### src/rtl/axi_rd_arbiter.sv
// Two-master read arbiter sharing one AXI AR/R channel pair between IFU and LSU.
// One outstanding single-beat read at a time. A watchdog aborts stalled transactions.
module axi_rd_arbiter #(
  parameter int ADDR_W      = 64,
  parameter int DATA_W      = 64,
  parameter int PRIO_LSU    = 0,
  parameter int TIMEOUT_CYC = 1024
) (
  input  logic              clk,
  input  logic              rst_n,
  input  logic [ADDR_W-1:0] ifu_AR_ADDR,
  input  logic              ifu_AR_VALID,
  output logic              ifu_AR_READY,
  output logic [DATA_W-1:0] ifu_R_DATA,
  output logic              ifu_R_VALID,
  input  logic              ifu_R_READY,
  input  logic [ADDR_W-1:0] lsu_AR_ADDR,
  input  logic              lsu_AR_VALID,
  output logic              lsu_AR_READY,
  output logic [DATA_W-1:0] lsu_R_DATA,
  output logic              lsu_R_VALID,
  input  logic              lsu_R_READY,
  input  logic              wr_pending,
  output logic [ADDR_W-1:0] axi_AR_ADDR,
  output logic              axi_AR_VALID,
  input  logic              axi_AR_READY,
  input  logic [DATA_W-1:0] axi_R_DATA,
  input  logic              axi_R_VALID,
  output logic              axi_R_READY,
  output logic [1:0]        rd_grant,
  output logic              timeout_err
);

  typedef enum logic [1:0] {
    IDLE = 2'd0,
    ADDR = 2'd1,
    DATA = 2'd2
  } state_e;

  localparam int WD_W = (TIMEOUT_CYC > 2) ? $clog2(TIMEOUT_CYC) : 1;
  localparam logic [WD_W-1:0] WD_LAST = (TIMEOUT_CYC > 0) ? WD_W'(TIMEOUT_CYC - 1) : '0;
  localparam logic [WD_W-1:0] WD_ONE  = WD_W'(1'b1);
  localparam logic            WD_ON   = (TIMEOUT_CYC != 0);

  state_e            state_q, state_d;
  logic [1:0]        grant_q, grant_d;
  logic              last_q, last_d;   // 1: LSU owned the last completed read
  logic [WD_W-1:0]   wdog_q, wdog_d;
  logic              err_q, err_d;

  logic              req_ifu_s, req_lsu_s, ar_hs_s, r_hs_s, wd_fire_s;

  // State registers with synchronous active-low reset
  always_ff @(posedge clk) begin
    if (!rst_n) begin
      state_q <= IDLE;
      grant_q <= 2'b00;
      last_q  <= 1'b1;
      wdog_q  <= '0;
      err_q   <= 1'b0;
    end else begin
      state_q <= state_d;
      grant_q <= grant_d;
      last_q  <= last_d;
      wdog_q  <= wdog_d;
      err_q   <= err_d;
    end
  end

  // Arbitration, FSM sequencing and watchdog
  always_comb begin
    state_d   = state_q;
    grant_d   = grant_q;
    last_d    = last_q;
    wdog_d    = wdog_q;
    err_d     = err_q;
    req_ifu_s = ifu_AR_VALID;
    req_lsu_s = lsu_AR_VALID & ~wr_pending;
    ar_hs_s   = axi_AR_VALID & axi_AR_READY;
    r_hs_s    = axi_R_VALID & axi_R_READY;
    wd_fire_s = WD_ON & (wdog_q == WD_LAST);
    case (state_q)
      IDLE: begin
        wdog_d = '0;
        if (req_ifu_s && req_lsu_s) begin
          state_d = ADDR;
          if (PRIO_LSU != 0) begin
            grant_d = 2'b10;
          end else if (last_q) begin
            grant_d = 2'b01;
          end else begin
            grant_d = 2'b10;
          end
        end else if (req_lsu_s) begin
          state_d = ADDR;
          grant_d = 2'b10;
        end else if (req_ifu_s) begin
          state_d = ADDR;
          grant_d = 2'b01;
        end else begin
          state_d = IDLE;
        end
      end
      ADDR: begin
        if (wd_fire_s) begin
          err_d   = 1'b1;
          grant_d = 2'b00;
          state_d = IDLE;
        end else begin
          wdog_d = WD_ON ? (wdog_q + WD_ONE) : wdog_q;
          if (ar_hs_s) begin
            state_d = DATA;
          end else begin
            state_d = ADDR;
          end
        end
      end
      DATA: begin
        // A completing beat wins over a watchdog expiry in the same cycle
        if (r_hs_s) begin
          state_d = IDLE;
          last_d  = grant_q[1];
          grant_d = 2'b00;
        end else if (wd_fire_s) begin
          err_d   = 1'b1;
          grant_d = 2'b00;
          state_d = IDLE;
        end else begin
          wdog_d = WD_ON ? (wdog_q + WD_ONE) : wdog_q;
        end
      end
      default: begin
        state_d = IDLE;
        grant_d = 2'b00;
      end
    endcase
  end

  // Channel routing toward the current owner
  always_comb begin
    ifu_AR_READY = 1'b0;
    lsu_AR_READY = 1'b0;
    ifu_R_VALID  = 1'b0;
    lsu_R_VALID  = 1'b0;
    ifu_R_DATA   = '0;
    lsu_R_DATA   = '0;
    axi_AR_VALID = 1'b0;
    axi_AR_ADDR  = '0;
    axi_R_READY  = 1'b0;
    case (state_q)
      ADDR: begin
        if (grant_q[1]) begin
          axi_AR_VALID = lsu_AR_VALID;
          axi_AR_ADDR  = lsu_AR_ADDR;
          lsu_AR_READY = axi_AR_READY;
        end else if (grant_q[0]) begin
          axi_AR_VALID = ifu_AR_VALID;
          axi_AR_ADDR  = ifu_AR_ADDR;
          ifu_AR_READY = axi_AR_READY;
        end else begin
          axi_AR_VALID = 1'b0;
        end
      end
      DATA: begin
        ifu_R_DATA = axi_R_DATA;
        lsu_R_DATA = axi_R_DATA;
        if (grant_q[1]) begin
          lsu_R_VALID = axi_R_VALID;
          axi_R_READY = lsu_R_READY;
        end else if (grant_q[0]) begin
          ifu_R_VALID = axi_R_VALID;
          axi_R_READY = ifu_R_READY;
        end else begin
          axi_R_READY = 1'b0;
        end
      end
      default: begin
        axi_AR_VALID = 1'b0;
      end
    endcase
  end

  assign rd_grant    = grant_q;
  assign timeout_err = err_q;

endmodule

### config.mk
export PLATFORM = sky130hd
export DESIGN_NAME = axi_rd_arbiter
export DESIGN_NICKNAME = d
export VERILOG_FILES = /design/src/rtl/axi_rd_arbiter.sv
export SDC_FILE = /design/constraint.sdc
export NUM_CORES = 1
export LEC_CHECK = 0
export CORE_AREA = 3 3 153 155
export CTS_BUF_LIST = sky130_fd_sc_hd__clkbuf_4
export CTS_CLUSTER_DIAMETER = 150
export DETAILED_ROUTE_END_ITERATION = 16
export DIE_AREA = 0 0 156 158
export GPL_ROUTABILITY_DRIVEN = 0
export PLACE_DENSITY = 0.59
export RECOVER_POWER = 50
export SYNTH_ARGS = -nofsm -noshare
export SYNTH_HDL_FRONTEND = slang
export SYNTH_SLANG_ARGS = --single-unit
### constraint.sdc
create_clock -name clk -period 2.2 [get_ports clk]
set_clock_uncertainty 0.1 [all_clocks]
set_input_delay 0.44 -clock clk [delete_from_list [all_inputs] [get_ports clk]]
set_output_delay 0.44 -clock clk [all_outputs]
set_load 0.02 [all_outputs]
==> run metrics <==
Relative slew margins=76.2%; worst vdd ir=about 140 µV; post-synthesis sequential area ratio=between 10% and 20%; Clk Latency, worst-skew pair=roughly 0.29 ns; ports placed on the boundary=approximately 400; critical path class=flop to primary output; hpwl dp=between 10000 and 15000 µm; run status=finished, violations left; Hold Vio Cnt, Final=0; number of synthesized register bits=16; cell at the root of the clock tree=clkbuf_4; Worst Path Arrival=roughly 1.7 ns; pin count of the biggest net entering global routing=40; cell area after synthesis=2510 µm²; area share of the largest cell type after synthesis=22.7%; cts bufs inserted=3; number of detailed-routing iterations run before antenna repair=4; dominant cells by area after synthesis=a22o_1 (23%), buf_4 (19%), and2_1 (16%), dfxtp_1 (13%), ha_1 (2.5%); total of fill cells in the finished design=2365; CORE AREA=about 22000 µm²; TritonCTS clock tree=done; DIE HEIGHT=158 µm; number of hold buffers added after CTS=0; cell area power density=199 nW/µm²; starting utilization of the core area=around 11%; Finished Layout Cells=between 900 and 1k; Yosys cell types=42; Static Leak=approximately 3.1 nW; Seq. cell area=around 330 µm²; layout cell share with drive strength beyond 1=approximately 43%; via count=3845; worst-path fanout max=17; maximum level of the CTS H-tree=1; vias per cell=3.89; # port buffers=401; layout overhead on the synthesized area=175%; total length of routed wires=18500 µm; # placed instances=~970; maximum root-to-sink buffer count=2; die area=24600 µm²; vias in the first global route=3825; worst setup margin=-0.0704 ns; violated checks=negative setup slack; RSZ-0062 raised after global routing=yes; number of violations reported at the end of detailed-routing iteration 0=roughly 200; global-route wire length before repair=between 20000 and 25000 µm; required time of the worst setup path=between 1.5 and 2 ns; type of the tightest min-delay check=flop to flop; count of mapped cells out of synthesis=between 300 and 400; Reg clk slew, reported paths=0.10 ns; Final ANT Viol Nets=0; pins over their slew limit=0; fmax=0.440 GHz; Yosys warnings=0; number of sinks handled by clock tree synthesis=16; total power=around 0.0014 W; Synth area leader=a22o_1; area of the multi-input gates=~1700 µm²; remaining design rule violation count=0; max-capacitance violation count=0; overflow left after global routing=0; width of the die=between 150 and 200 µm; WL per Instance=between 15 and 20 µm; synthesized net count=540; crit path time final=between 2 and 2.5 ns; number of nets in the finished design=917; final setup violation count=just over 70; placement row count=54; CP startpoint kind=flop; average size of a mapped cell=roughly 7.5 µm²; fin crit share=103%; n_diodes=0; initial antenna violation count=0; Crit. End Element=primary output; actual slew at the worst max-slew pin=~0.36 ns; global routing usage summed across all routing layers=13.0%
==> cells in the final DEF (no fill, tap or decap), drive strengths merged, types with 3 or more instances in the layout <==
cell type,count
xor2,4
dfxtp,16
buf,217
inv,5
or4,3
a31oi,3
a22o,65
or3,3
nand2,16
and2,66
ha,5
and3,3
a21oi,6
nand3,6
clkdlybuf4s50,201
clkbuf,40
nor2,12
nand4,6
o21ai,4
nor2b,3
nor3,3
==> sequential cells by signal, summed over array words and instances, names as in the netlist <==
signal,count
rd_grant,2
last_q,1
state_q,2
timeout_err,1
wdog_q,10
==> repair_timing <==
item / CTS / global route
buffers inserted: 11 / 2
resized for setup: 647 / 348
gates cloned: 6 / 4
pin swaps: 6 / 14
endpoints found under the setup margin: 200 / 174
==> kinds of logic after synthesis <==
family / Yosys count / share of synthesized area (%)
xor gates and xnor gates: 4 / 1.40
buffers and inverters: 92 / 23.7
and+or+nand+nor: 128 / 30.0
adders and majority gates: 5 / 2.50
DFF: 16 / 12.8
AOI/OAI and AO/OA: 89 / 29.7
==> critical path, cell delays in order, from the launching register on <==
cell and delay (ns):
dfxtp_2 0.34, inv_2 0.05, ha_4 0.15, buf_4 0.12, and2_4 0.20, buf_6 0.18, a22o_1 0.27, buf_6 0.14
==> area by class of cell <==
| cell class | instances | share of cell area (%) |
|---|---|---|
| Clock buffer | 3 | 0.327 |
| Tap cell | 280 | 5.08 |
| Inverter | 5 | 0.272 |
| Timing Repair Buffer | 459 | 64.3 |
| Multi-Input combinational cell | 226 | 25.3 |
| Sequential cell | 16 | 4.72 |
==> metal layers <==
layer  GRT usage [%]  routed length [µm]  vias to the layer above
met5               0                   0                        -
met4            2.90                 406                        0
met3            1.97                1180                       22
met2            23.3                9550                      161
met1            16.4                7380                     1765
li1                -                   -                     1897
==> worst paths after layout <==
| check | endpoint | cells after the start | from | slack, ns |
|---|---|---|---|---|
| worst max-delay path | axi_AR_ADDR[59] | 7 | state_q[1] | -0.07 |
| worst min-delay path | wdog_q[9] | 2 | wdog_q[9] | 0.40 |
| worst max register to register | wdog_q[3] | 10 | state_q[1] | -0.01 |
| worst min register to register | wdog_q[9] | 2 | wdog_q[9] | 0.40 |
==> cells in the mapped netlist, drive strengths merged <==
cell     count
xor2         4
a2111oi      1
o211ai       1
and3         3
a22o        65
a21oi        6
nand3        6
nand3b       1
o211a        1
nor3         3
or2          2
ha           5
nand2       16
or4          3
nor3b        2
nand2b       1
nor2b        3
and2        66
o31a         1
a21boi       1
or3          3
nand4        6
clkbuf      12
o31ai        2
dfxtp       16
o21ai        4
inv          5
and3b        1
o41ai        1
a32o         2
a31oi        3
buf         75
o22ai        1
nor2        12
==> power breakdown <==
group          internal [W]  total (W)  switching, W
Clock             0.0000636   0.000157     0.0000933
Sequential         0.000298   0.000307    0.00000909
Combinational      0.000584   0.000911      0.000326
==> per-stage QoR <==
| stage | area [µm²] | worst slack [ns] | utilization (%) | hold WS (ns) | TNS [ns] |
|---|---|---|---|---|---|
| floorplan | 2510 | 0.0361 | - | 0.353 | 0 |
| global placement | 6600 | -0.205 | 30.1 | 0.366 | -18.37 |
| detailed placement | 6600 | -0.188 | 30.1 | 0.375 | -19.04 |
| CTS | 6680 | -0.150 | 30.4 | 0.389 | -6.76 |
| global route | 6890 | -0.132 | 31.4 | 0.430 | -14.01 |
| finish | 6890 | -0.0704 | 31.4 | 0.399 | -2.85 |
Note: power is estimated with default switching activity, not from simulation.
